## src/rtl/spi_reg_slave_pkg.sv

```systemverilog
// Shared definitions for the SPI register slave: FSM states and opcode encoding.
package spi_reg_slave_pkg;

  typedef enum logic [1:0] {
    ST_IDLE = 2'd0,
    ST_CMD  = 2'd1,
    ST_DATA = 2'd2,
    ST_DONE = 2'd3
  } state_t;

  localparam logic OP_WRITE = 1'b1;
  localparam logic OP_READ  = 1'b0;

  // Opcode lives in the MSB of the command word.
  function automatic int op_bit(input int width);
    return width - 1;
  endfunction

endpackage

```

## src/rtl/spi_reg_slave_sync_edge.sv

```systemverilog
// N-stage synchroniser with rising/falling edge detection on the last two samples.
module spi_sync_edge #(
  parameter int   STAGES = 2,
  parameter logic INIT   = 1'b0
) (
  input  logic i_clk,
  input  logic i_rst,
  input  logic i_d,
  output logic o_q,
  output logic o_rise,
  output logic o_fall
);

  logic [STAGES-1:0] r_sync;
  logic              r_prev;

  // Shift the asynchronous input through the chain and keep the previous sample.
  always_ff @(posedge i_clk or posedge i_rst) begin
    if (i_rst) begin
      r_sync <= {STAGES{INIT}};
      r_prev <= INIT;
    end else begin
      r_sync <= {r_sync[STAGES-2:0], i_d};
      r_prev <= r_sync[STAGES-1];
    end
  end

  assign o_q    = r_sync[STAGES-1];
  assign o_rise = r_sync[STAGES-1] & ~r_prev;
  assign o_fall = ~r_sync[STAGES-1] & r_prev;

endmodule

```

## src/rtl/spi_reg_slave.sv

```systemverilog
// Oversampled SPI slave: command word (R/W + address) then data word into a register bank.
module spi_reg_slave
  import spi_reg_slave_pkg::*;
#(
  parameter int   WIDTH       = 8,
  parameter int   ADDR_BITS   = 2,
  parameter logic CPOL        = 1'b0,
  parameter logic CPHA        = 1'b0,
  parameter int   SYNC_STAGES = 2
) (
  input  logic                             ico_clk,
  input  logic                             rst,
  input  logic                             pi_clk,
  input  logic                             SEL,
  input  logic                             MOSI,
  output logic                             MISO,
  output logic [WIDTH*(2**ADDR_BITS)-1:0]  regs_out,
  output logic                             wr_strobe,
  output logic [ADDR_BITS-1:0]             wr_addr,
  output logic                             frame_err
);

  localparam int NREG = 2**ADDR_BITS;
  localparam int CW   = $clog2(WIDTH + 1);
  localparam int OPB  = op_bit(WIDTH);

  logic w_sclk_q, w_sclk_rise, w_sclk_fall;
  logic w_sel_q, w_sel_rise, w_sel_fall;
  logic w_mosi_q, w_mosi_rise, w_mosi_fall;
  logic w_unused;

  // SCLK starts at its idle level so no edge appears out of reset.
  spi_sync_edge #(.STAGES(SYNC_STAGES), .INIT(CPOL)) u_sclk (
    .i_clk(ico_clk), .i_rst(rst), .i_d(pi_clk),
    .o_q(w_sclk_q), .o_rise(w_sclk_rise), .o_fall(w_sclk_fall)
  );
  // SEL starts "active" so a frame already in flight at reset is never armed.
  spi_sync_edge #(.STAGES(SYNC_STAGES), .INIT(1'b0)) u_sel (
    .i_clk(ico_clk), .i_rst(rst), .i_d(SEL),
    .o_q(w_sel_q), .o_rise(w_sel_rise), .o_fall(w_sel_fall)
  );
  spi_sync_edge #(.STAGES(SYNC_STAGES), .INIT(1'b0)) u_mosi (
    .i_clk(ico_clk), .i_rst(rst), .i_d(MOSI),
    .o_q(w_mosi_q), .o_rise(w_mosi_rise), .o_fall(w_mosi_fall)
  );

  state_t              r_state, w_state_next;
  logic [CW-1:0]       r_cnt;
  logic [WIDTH-1:0]    r_rx_sr, r_tx_sr, w_rx_next;
  logic [WIDTH-1:0]    r_regs [NREG];
  logic                r_op, r_armed, r_wr_strobe, r_frame_err;
  logic [ADDR_BITS-1:0] r_addr, r_wr_addr, w_cmd_addr;
  logic w_sel_active, w_lead, w_trail, w_cap, w_launch;
  logic w_do_cap, w_do_launch, w_cmd_done, w_data_done, w_err;

  assign w_unused     = ^{w_sclk_q, w_sel_rise, w_sel_fall, w_mosi_rise, w_mosi_fall, r_rx_sr[WIDTH-1]};
  assign w_sel_active = ~w_sel_q;
  assign w_lead       = CPOL ? w_sclk_fall : w_sclk_rise;
  assign w_trail      = CPOL ? w_sclk_rise : w_sclk_fall;
  assign w_cap        = CPHA ? w_trail : w_lead;
  assign w_launch     = CPHA ? w_lead : w_trail;
  assign w_rx_next    = {r_rx_sr[WIDTH-2:0], w_mosi_q};
  assign w_cmd_addr   = w_rx_next[ADDR_BITS-1:0];

  // FSM state register.
  always_ff @(posedge ico_clk or posedge rst) begin
    if (rst) r_state <= ST_IDLE;
    else     r_state <= w_state_next;
  end

  // Next state plus capture/launch/commit/abort decisions; SEL deassert wins over edges.
  always_comb begin
    w_state_next = r_state;
    w_do_cap     = 1'b0;
    w_do_launch  = 1'b0;
    w_cmd_done   = 1'b0;
    w_data_done  = 1'b0;
    w_err        = 1'b0;
    case (r_state)
      ST_IDLE: begin
        if (w_sel_active && r_armed) w_state_next = ST_CMD;
        else                         w_state_next = ST_IDLE;
      end
      ST_CMD: begin
        if (!w_sel_active) begin
          w_state_next = ST_IDLE;
          w_err        = (r_cnt != CW'(0));
        end else if (w_cap) begin
          w_do_cap = 1'b1;
          if (r_cnt == CW'(WIDTH - 1)) begin
            w_state_next = ST_DATA;
            w_cmd_done   = 1'b1;
          end else begin
            w_state_next = ST_CMD;
          end
        end else begin
          w_state_next = ST_CMD;
        end
      end
      ST_DATA: begin
        if (!w_sel_active) begin
          w_state_next = ST_IDLE;
          w_err        = 1'b1;
        end else if (w_cap) begin
          w_do_cap = 1'b1;
          if (r_cnt == CW'(WIDTH - 1)) begin
            w_state_next = ST_DONE;
            w_data_done  = 1'b1;
          end else begin
            w_state_next = ST_DATA;
          end
        end else begin
          w_state_next = ST_DATA;
          w_do_launch  = w_launch && (r_cnt != CW'(0));
        end
      end
      ST_DONE: begin
        if (!w_sel_active) w_state_next = ST_IDLE;
        else               w_state_next = ST_DONE;
      end
      default: w_state_next = ST_IDLE;
    endcase
  end

  // Shift registers, bit counter, register bank and pulsed outputs.
  always_ff @(posedge ico_clk or posedge rst) begin
    if (rst) begin
      r_cnt       <= '0;
      r_rx_sr     <= '0;
      r_tx_sr     <= '0;
      r_op        <= 1'b0;
      r_addr      <= '0;
      r_armed     <= 1'b0;
      r_wr_strobe <= 1'b0;
      r_wr_addr   <= '0;
      r_frame_err <= 1'b0;
      for (int k = 0; k < NREG; k++) r_regs[k] <= '0;
    end else begin
      r_armed     <= r_armed | w_sel_q;
      r_wr_strobe <= 1'b0;
      r_frame_err <= w_err;
      if (!w_sel_active || r_state == ST_IDLE) begin
        r_cnt   <= '0;
        r_rx_sr <= '0;
        r_tx_sr <= '0;
      end else if (w_do_cap) begin
        r_rx_sr <= w_rx_next;
        r_cnt   <= (w_cmd_done || w_data_done) ? CW'(0) : r_cnt + CW'(1);
        if (w_cmd_done) begin
          r_op    <= w_rx_next[OPB];
          r_addr  <= w_cmd_addr;
          r_tx_sr <= (w_rx_next[OPB] == OP_READ) ? r_regs[w_cmd_addr] : '0;
        end else if (w_data_done) begin
          r_tx_sr <= '0;
          if (r_op == OP_WRITE) begin
            r_regs[r_addr] <= w_rx_next;
            r_wr_strobe    <= 1'b1;
            r_wr_addr      <= r_addr;
          end else begin
            r_wr_strobe <= 1'b0;
          end
        end else begin
          r_tx_sr <= r_tx_sr;
        end
      end else if (w_do_launch) begin
        r_tx_sr <= {r_tx_sr[WIDTH-2:0], 1'b0};
      end else begin
        r_tx_sr <= r_tx_sr;
      end
    end
  end

  for (genvar k = 0; k < NREG; k++) begin : g_flat
    assign regs_out[k*WIDTH +: WIDTH] = r_regs[k];
  end

  assign MISO      = r_tx_sr[WIDTH-1];
  assign wr_strobe = r_wr_strobe;
  assign wr_addr   = r_wr_addr;
  assign frame_err = r_frame_err;

endmodule
```

## config.mk

```make
export PLATFORM = sky130hd
export DESIGN_NAME = spi_reg_slave
export DESIGN_NICKNAME = d
export VERILOG_FILES = /design/src/rtl/spi_reg_slave_pkg.sv /design/src/rtl/spi_reg_slave_sync_edge.sv /design/src/rtl/spi_reg_slave.sv
export SDC_FILE = /design/constraint.sdc
export NUM_CORES = 1
export LEC_CHECK = 0
export CAP_MARGIN = 20
export CORE_ASPECT_RATIO = 2
export CORE_UTILIZATION = 54
export CTS_CLUSTER_SIZE = 40
export DETAILED_ROUTE_END_ITERATION = 6
export PLACE_DENSITY = 0.87
export SETUP_SLACK_MARGIN = 0.15
export SLEW_MARGIN = 10
export SYNTH_ARGS = -nofsm -noshare
export SYNTH_HDL_FRONTEND = slang
export SYNTH_SLANG_ARGS = --single-unit
```

## constraint.sdc

```tcl
create_clock -name ico_clk -period 2.45 [get_ports ico_clk]
set_input_delay 0.49 -clock ico_clk [delete_from_list [all_inputs] [get_ports ico_clk]]
set_output_delay 0.49 -clock ico_clk [all_outputs]
set_load 0.02 [all_outputs]
```

==> impl_metrics.toml <==
[global_routing]
grt_usage = 0.249
grt_use_met1 = 0.275
met3_usage = 0.0549
grt_pass1_vias = 2064
grt_util_met2 = 0.410
gr-total-overflow = 0
grt_busiest_layer = "met2"
grt_pass1_wl_um = 10100
antenna_found_initial = 0
grt_max_degree = 41

[worst_setup_path]
cp_num_buf_inv = 1
crit_chain = "inv_1 > ha_1 > or2_1 > o31ai_2 > mux2_1"
crit_path_end_kind = "flop"
cp.depth = 5
ff2ff_setup_slack_ns = 0.20
worst_ep_required_time_ns = 2.67
critPathKind = "flop to flop"
cp_slowest_cell = "o31ai_2"
cpPeakStageDelay_ns = 0.72
endpoint = "r_tx_sr[1]$_DFFE_PP0P_"
r2r_end = "r_tx_sr[1]$_DFFE_PP0P_"
r2r_cells = 5
path_max_fanout = 8
start_kind = "flop"
cp_top_family = "compound AO/OA/AOI/OAI gates"
rr_startpoint = "r_state[0]$_DFF_PP0_"
crit_path_start = "r_state[0]$_DFF_PP0_"
cp.arrival_ns = 2.47

[floorplanning]
core_area_um2 = 5420
die_h_um = 108
placementRows = 38
start_util = 0.560
die_w_um = 55.0
die-area_um2 = 5950
pin_count = 42

[power]
p_seq_frac = 0.569
p_leak_nw = 1.71
netSwitchingFraction = 0.224
p_clk_frac = 0.391
p_comb_frac = 0.040
internal-power_w = 0.00155
vdd_drop_max_uv = 489
p_switching_w = 0.000449
power.density_nw_per_um2 = 534

[cells_and_area]
nNetsFinal = 275
seq_area_um2 = 1700
fin_area_um2 = 3750
final_common_cell = "dfrtp_1"
layout_common_cells = "68 x dfrtp_1, 41 x clkdlybuf4s50_1, 37 x mux2_2, 14 x inv_1, 10 x clkbuf_8"
diodes = 0
layout-drive-gt1-share = 0.286
fillers = 401
multi_input_area_um2 = 1240
area_delta_synth_final_pct = 23.5

[drt]
firstDrtPassIters = 4
ant_nets = 0
post_drt_wl_per_cell_um = 19.0
avgViaCountPerCell = 5.90
drtIter0Drc = 57
vias = 1942
routed_wl_um = 6270
remaining_drc_errors = 0

[place]
dpl.hpwl_um = 4490
io_buffers = 41
routabilityCongestion = 0.837
placed_cell_area_um2 = 3560

[synthesis]
syn_nets = 223
syn_area_um2 = 3040
synth.ff_latch_count = 68
yosys_warnings = 0
seq_area_frac_synth = 0.560
synth_cell_type_count = 38
synthCells = 212
avgSynthCellArea_um2 = 14.3

[cts]
cts.htree.levels = 3
clock_sinks = 68
cts_tree = "built"
insertion_delay_ns = 0.34
root_buffer = "clkbuf_8"
path_clk_slew_ns = 0.07
cts_made_buffers = 9
clockBufferDepth = 2

[run_status]
status = "complete, no violations"

[min_path]
holdCritPathClass = "flop to flop"

[timing]
clock.fmax_ghz = 0.444
rsz0062_at_grt = "yes"
worst_pin_slew_ns = 0.871
finClkSkew_ns = 0.00949
min_period_ns = 2.25
setup_viol_count_final = 0
finalCritPeriodShare = 0.920
tns_ns = 0
slew_headroom = 0.417
hold_viol_final = 0
finalMaxSlewViolations = 0

[flow_run]
max_cap_viol_count = 0
[synth_stat cells]
master,count,area (um2)
mux2_1,7,78.8
nand3_1,1,5.00
mux2_2,37,417
and4bb_2,1,12.5
inv_1,15,56.3
nor2b_1,1,6.26
o21ai_0,3,15.0
nand2_1,6,22.5
o31ai_2,1,12.5
nand3b_1,2,15.0
dfrtp_1,68,1700
nand4_1,1,6.26
or4_1,1,7.51
clkbuf_1,3,11.3
nand4_4,1,21.3
nor3b_1,1,7.51
a211oi_1,1,7.51
a221oi_1,1,8.76
or3b_2,1,8.76
o21bai_1,1,7.51
a21oi_1,2,10.0
nor2_1,9,33.8
or2_2,1,6.26
mux2i_1,1,10.0
buf_6,1,11.3
ha_1,6,75.1
nor3b_4,2,37.5
or2_1,1,6.26
buf_2,5,25.0
and3b_1,2,17.5
a22o_1,8,70.1
mux4_2,8,180
o2111ai_1,1,8.76
nand4bb_1,1,11.3
nor3_4,1,16.3
xor2_1,2,17.5
o2bb2ai_1,7,61.3
nand3_2,1,10.0
[per-layer routing]
| metal | wire length, um | vias up | share of wire |
|---|---|---|---|
| li1 | - | 864 | - |
| met1 | 2300 | 1012 | 0.37 |
| met2 | 3570 | 45 | 0.57 |
| met3 | 169 | 21 | 0.027 |
| met4 | 229 | 0 | 0.037 |
| met5 | 0 | - | 0 |
[worst register-to-register path, cell delays in order, from the launching register on]
cell	delay (ns)
dfrtp_1	0.38
inv_1	0.07
ha_1	0.25
or2_1	0.32
o31ai_2	0.73
mux2_1	0.39
[registers in the layout, summed over array words and instances (netlist names)]
signal,cells
r_rx_sr,7
regs_out,32
r_op,1
u_sclk.r_sync,2
r_armed,1
r_tx_sr,8
wr_addr,2
r_cnt,4
r_addr,2
frame_err,1
u_sclk.r_prev,1
wr_strobe,1
u_sel.r_sync,2
r_state,2
u_mosi.r_sync,2
[stage by stage]
step / utilization / instances / hold WS, ns / setup WS (ns) / power (W)
4_1_cts: 0.692 / 329 / 0.352 / 0.171 / 0.00202
6_report: 0.692 / 329 / 0.351 / 0.197 / 0.00200
3_5_place_dp: 0.657 / 312 / 0.339 / 0.114 / 0.00124
5_1_grt: 0.692 / 329 / 0.357 / 0.0482 / 0.00208
2_1_floorplan: - / 212 / 0.331 / 0.248 / 0.00121
3_3_place_gp: 0.657 / 312 / 0.334 / 0.252 / 0.00124
[power by group through the flow]
stage | Clock, W | Sequential (W) | Combinational [W]
6_report | 0.000782 | 0.00114 | 0.0000802
5_1_grt | 0.000848 | 0.00114 | 0.0000891
4_1_cts | 0.000796 | 0.00114 | 0.0000821
3_5_place_dp | 0 | 0.00116 | 0.0000810
3_3_place_gp | 0 | 0.00116 | 0.0000800
2_1_floorplan | 0 | 0.00116 | 0.0000540
[cell families (layout without fill, tap and decap cells)]
| group | after synthesis | after routing | share of synthesized area |
|---|---|---|---|
| muxes | 53 | 53 | 0.226 |
| xor gates and xnor gates | 2 | 2 | 0.00577 |
| buffers and inverters | 24 | 81 | 0.0342 |
| and+or+nand+nor | 34 | 34 | 0.0828 |
| AOI/OAI and AO/OA | 25 | 25 | 0.0663 |
| DFF | 68 | 68 | 0.560 |
| adders and majority gates | 6 | 6 | 0.0247 |
[how the worst min path moves through the flow]
stage | from | to | slack (ns) | cells after the start
2_1_floorplan | u_mosi.r_sync[0]$_DFF_PP0_ | u_mosi.r_sync[1]$_DFF_PP0_ | 0.33 | 0
3_3_place_gp | u_sel.r_sync[0]$_DFF_PP0_ | u_sel.r_sync[1]$_DFF_PP0_ | 0.33 | 0
3_5_place_dp | u_sclk.r_sync[0]$_DFF_PP0_ | u_sclk.r_sync[1]$_DFF_PP0_ | 0.34 | 0
4_1_cts | u_sclk.r_sync[0]$_DFF_PP0_ | u_sclk.r_sync[1]$_DFF_PP0_ | 0.35 | 0
5_1_grt | u_sel.r_sync[0]$_DFF_PP0_ | u_sel.r_sync[1]$_DFF_PP0_ | 0.36 | 0
6_report | u_sel.r_sync[0]$_DFF_PP0_ | u_sel.r_sync[1]$_DFF_PP0_ | 0.35 | 0
[area by class of cell]
type	instances	area share
sequential	68	0.454
multi-input combinational	120	0.331
timing repair buffer	50	0.137
clock buffer	14	0.0407
tap	60	0.0200
inverter	15	0.0150
clock inverter	2	0.00267
[what timing repair did]
action | CTS | global route
cloned | 0 | 0
hold buffers | 0 | 0
pin swaps | 1 | 0
setup endpoints to repair | 16 | 35
setup buffers | 1 | 0
gates resized for setup | 1 | 1
(Power assumes the default switching activity.)
==> RTL change 1, RTL diff (config.mk and constraints unchanged) <==
`INIT` is set to 1'b0 in 3 places; all go to 1'b1.
--- a/src/rtl/spi_reg_slave_sync_edge.sv
+++ b/src/rtl/spi_reg_slave_sync_edge.sv
@@ -3,3 +3,3 @@
   parameter int   STAGES = 2,
-  parameter logic INIT   = 1'b0
+  parameter logic INIT   = 1'b1
 ) (
--- a/src/rtl/spi_reg_slave.sv
+++ b/src/rtl/spi_reg_slave.sv
@@ -37,3 +37,3 @@
   // SEL starts "active" so a frame already in flight at reset is never armed.
-  spi_sync_edge #(.STAGES(SYNC_STAGES), .INIT(1'b0)) u_sel (
+  spi_sync_edge #(.STAGES(SYNC_STAGES), .INIT(1'b1)) u_sel (
     .i_clk(ico_clk), .i_rst(rst), .i_d(SEL),
@@ -41,3 +41,3 @@
   );
-  spi_sync_edge #(.STAGES(SYNC_STAGES), .INIT(1'b0)) u_mosi (
+  spi_sync_edge #(.STAGES(SYNC_STAGES), .INIT(1'b1)) u_mosi (
     .i_clk(ico_clk), .i_rst(rst), .i_d(MOSI),
Function: changed (Yosys sat finds a counterexample within 10 cycles, from zero or initial values and one cycle with rst high).
==> RTL change 1 against the original RTL <==
Clock power grew 46%. Area after synthesis rose by 0.16%. Sequential cell count unchanged. Cell area rose by 2.7%. Worst setup slack better by 0.039 ns. Power is 18% higher. Wire length grew 0.45%. Critical path type unchanged. Critical endpoint is now r_tx_sr[2]$_DFFE_PP0P_.
==> RTL change 1: results (changes against the original RTL) <==
{| class="wikitable"
! Metric !! Value
|-
| Worst reg2reg path endpoint || r_tx_sr[2]$_DFFE_PP0P_
|-
| Initial drt markers || 71 (+25%)
|-
| Pin count of the biggest net entering global routing || 69 (+68%)
|-
| Met3 layer usage reported by global route || 6.329% (+0.84 points)
|-
| Min-delay src || u_sclk.r_sync[0]$_DFF_PP0_
|-
| Net count reported at finish || 272 (-1.1%)
|-
| Max IR drop VDD || 0.0005595 V (+14%)
|-
| Hold slack final || 0.3481 ns (-0.002421 ns)
|-
| Inst Count DP || 308 (-1.3%)
|-
| Count of clock buffers in the final design || 12 (-2)
|-
| Routability Congestion || 0.8531 (+1.9%)
|-
| Sequential cell area || 1707 um^2 (+0.29%)
|-
| Global-route track usage on met2 || 38.81% (-2.2 points)
|-
| Layout cell share with drive strength beyond 1 || 31.20% (+2.6 points)
|-
| Cell with the largest stage delay on the worst path || sky130_fd_sc_hd__o31ai_4
|-
| Area after DPL || 3535 um^2 (-0.70%)
|-
| Run status || complete, no violations
|-
| Synth Area in XOR/XNOR || 0.5759% (-0.00095 points)
|-
| Sequential fraction of the synthesis area || 56.11% (+0.072 points)
|-
| Via count of the first global-routing pass || 1990 (-3.6%)
|-
| Global routing usage summed across all routing layers || 25.13% (+0.22 points)
|-
| Total leakage power || 0.001742 uW (+1.7%)
|-
| ClkCell Share || 6.496% (+2.2 points)
|-
| Share of total power in the clock network || 48.3% (+9.2 points)
|-
| Clock-net power || 1140 uW (+46%)
|-
| Maximum cell stage delay along the critical path || 0.49 ns (-0.23 ns)
|-
| Data-path buffer share of cell area in the final layout || 13.22% (-0.52 points)
|-
| Share of the synthesized area in compound gates (AO/OA/AOI/OAI) || 6.623% (-0.011 points)
|-
| Routing usage on met1 || 30.30% (+2.8 points)
|-
| Post-Layout Inst Area || 3852 um^2 (+2.7%)
|-
| Count of sequential standard cells || 68 (unchanged)
|-
| Final routed wire length divided by cell count || 19.31 um (+1.4%)
|-
| HPWL after detailed placement || 4.192 mm (-6.6%)
|-
| Synthesized-area fraction occupied by adder cells || 2.468% (-0.0041 points)
|-
| Depth of the worst register-to-register path || 6 (+1)
|-
| Number of signal-net buffers in the layout || 47 (-6.0%)
|-
| Largest cells by area after synthesis || sky130_fd_sc_hd__dfrtp_1 (53%), sky130_fd_sc_hd__mux2_2 (14%), sky130_fd_sc_hd__mux4_2 (5.9%)
|-
| Portion of netlist area occupied by mux cells || 22.54% (-0.037 points)
|-
| Total routed wire length on the met1 layer || 2.445 mm (+6.4%)
|}
## RTL change 1: cell types whose count changed after synthesis, sizes merged
cell   before  now
dfrtp      68   64
dfstp       0    4
## RTL change 1: worst max-delay path by stage
| stage | from | endpoint | slack [ns] | cells past startpoint |
|---|---|---|---|---|
| floorplan | rst | frame_err$_DFF_PP0_ | 0.26 | 1 |
| global route | r_state[0]$_DFF_PP0_ | regs_out[9]$_DFFE_PP0P_ | 0.18 | 7 |
| global placement | r_state[0]$_DFF_PP0_ | regs_out[21]$_DFFE_PP0P_ | 0.15 | 6 |
| CTS | r_state[0]$_DFF_PP0_ | r_tx_sr[2]$_DFFE_PP0P_ | 0.14 | 5 |
| detailed placement | r_state[0]$_DFF_PP0_ | regs_out[23]$_DFFE_PP0P_ | 0.08 | 6 |
| finish | r_state[0]$_DFF_PP0_ | r_tx_sr[2]$_DFFE_PP0P_ | 0.24 | 6 |
==> RTL change 2, RTL diff (same settings) <==
Made on the original files. Re-encode `state_t` (4 states) as one-hot, 4 bits wide.
--- a/src/rtl/spi_reg_slave_pkg.sv
+++ b/src/rtl/spi_reg_slave_pkg.sv
@@ -3,7 +3,7 @@
 
-  typedef enum logic [1:0] {
-    ST_IDLE = 2'd0,
-    ST_CMD  = 2'd1,
-    ST_DATA = 2'd2,
-    ST_DONE = 2'd3
+  typedef enum logic [3:0] {
+    ST_IDLE = 4'b0001,
+    ST_CMD  = 4'b0010,
+    ST_DATA = 4'b0100,
+    ST_DONE = 4'b1000
   } state_t;
Behaviour: same outputs for any inputs over 10 cycles, from zero or initial values and one cycle with rst high; not proved beyond that.
==> RTL change 2 against the original RTL <==
Count of clock-buffer cells in the layout unchanged. Via count rose by 4.0%. Wire length grew 9.2%. Cell area rose by 5.5%. Largest cell class unchanged. Worst setup slack improved by 0.056 ns. Sequential cell count rose by 2. Worst hold slack worse by 0.0040 ns. Cell count increased by 1.2%. Area after synthesis increased by 3.6%. Global-route usage about the same. Power rose by 24%. Synthesized cell count is 2.4% higher. Sequential share of layout area down 1.1 points.
==> RTL change 2: results (changes against the original RTL) <==
{| class="wikitable"
! Metric !! Value
|-
| Sequential fraction of the synthesis area || 55.73% (-0.31 points)
|-
| Final routed wire length divided by cell count || 20.54 um (+7.8%)
|-
| Synthesized-area fraction occupied by adder cells || 0.7955% (-1.7 points)
|-
| Transition time at the pin with the least slew margin || 0.5935 ns (-0.2774 ns)
|-
| Sequential share of power || 48.2% (-8.7 points)
|-
| Initial drt markers || 76 (+33%)
|-
| Maximum cell stage delay along the critical path || 0.50 ns (-0.22 ns)
|-
| Library cells used by synthesis || 43 (+13%)
|-
| Arrival time worst endpoint || 2.41 ns (-0.06 ns)
|-
| Total leakage power || 0.001776 uW (+3.7%)
|-
| Worst reg2reg path endpoint || regs_out[15]$_DFFE_PP0P_
|-
| Via total after detailed routing || 2019 (+4.0%)
|-
| Layout cell share with drive strength beyond 1 || 33.09% (+4.5 points)
|-
| HPWL after detailed placement || 4.724 mm (+5.3%)
|-
| Met3 layer usage reported by global route || 6.235% (+0.75 points)
|-
| Worst hold path endpoint || u_sclk.r_sync[1]$_DFF_PP0_
|-
| Run status || complete, no violations
|-
| Most instantiated cells after synthesis || sky130_fd_sc_hd__dfrtp_1 (69), sky130_fd_sc_hd__mux2_2 (39), sky130_fd_sc_hd__a22o_1 (14), sky130_fd_sc_hd__mux4_2 (8), sky130_fd_sc_hd__nand2_1 (8)
|-
| Share of the synthesized area in compound gates (AO/OA/AOI/OAI) || 7.239% (+0.61 points)
|-
| Depth of the worst register-to-register path || 4 (-1)
|-
| Final worst clock skew || 0.006913 ns (-0.002575 ns)
|-
| Total routed wire length on the met1 layer || 2.556 mm (+11%)
|-
| Net count of the mapped netlist || 224 (+0.45%)
|-
| Max IR drop VDD || 0.0006151 V (+26%)
|-
| First-pass iteration count of the detailed router || 4 (unchanged)
|-
| Min-delay src || u_sclk.r_sync[0]$_DFF_PP0_
|-
| Pin count of the biggest net entering global routing || 31 (-24%)
|-
| Kind of cell adding the most delay to the critical path || simple AND/OR/NAND/NOR gates
|-
| Via count of the first global-routing pass || 2151 (+4.2%)
|-
| Portion of netlist area occupied by mux cells || 21.44% (-1.1 points)
|-
| Global-route track usage on met2 || 44.39% (+3.4 points)
|-
| Cell with the largest stage delay on the worst path || sky130_fd_sc_hd__nor3b_4
|-
| Post-CTS setup buffer count || 0 (-1)
|-
| Net load switching power || 533.0 uW (+19%)
|-
| Setup slack at placement || 0.2791 ns (+0.1651 ns)
|-
| Global routing usage summed across all routing layers || 24.91% (about the same)
|}
==> RTL change 2: cell types whose count changed in the layout (fill, tap and decap cells not counted), sizes merged, moves of 5 or more <==
cell and delta:
inv -7, nor2 -7, a22o +6, o2bb2ai -6, nor4b +5
==> RTL change 2: area by class of cell <==
type                            count  share of cell area, %
Sequential cell                    70                  44.31
Clock inverter                      1                 0.1265
Tap cell                           61                  1.929
Timing Repair Buffer               52                  13.09
Inverter                            8                 0.7590
Multi-Input combinational cell    127                  33.11
Clock buffer                       14                  6.673
==> RTL change 2: metrics by stage <==
stage	util, %	power, uW	instance area (um^2)	instances	hold slack (ns)
5_1_grt	69.89	2552	3956	333	0.3490
3_3_place_gp	65.03	1315	3681	318	0.3351
6_report	69.89	2477	3956	333	0.3466
3_5_place_dp	65.03	1319	3681	318	0.3357
4_1_cts	69.78	2486	3950	333	0.3481
2_1_floorplan	-	1282	3146	217	0.3312
==> RTL change 2: kinds of logic after synthesis <==
| kind of cell | count (synthesis) |
|---|---|
| flops | 70 |
| mux | 52 |
| simple gates | 41 |
| compound gates | 29 |
| buf+inv | 20 |
| xor+xnor | 3 |
| fa+ha+maj | 2 |
==> RTL change 2: worst max path at each step <==
stage,endpoint,depth (start not counted),from,slack [ns]
final,regs_out[15]$_DFFE_PP0P_,4,r_cnt[3]$_DFFE_PP0P_,0.25
after global routing,regs_out[15]$_DFFE_PP0P_,4,r_cnt[3]$_DFFE_PP0P_,0.16
after CTS,regs_out[15]$_DFFE_PP0P_,4,r_cnt[3]$_DFFE_PP0P_,0.23
after detailed placement,regs_out[15]$_DFFE_PP0P_,4,r_cnt[3]$_DFFE_PP0P_,0.28
after global placement,regs_out[14]$_DFFE_PP0P_,4,r_cnt[3]$_DFFE_PP0P_,0.33
after floorplan,frame_err$_DFF_PP0_,1,rst,0.19
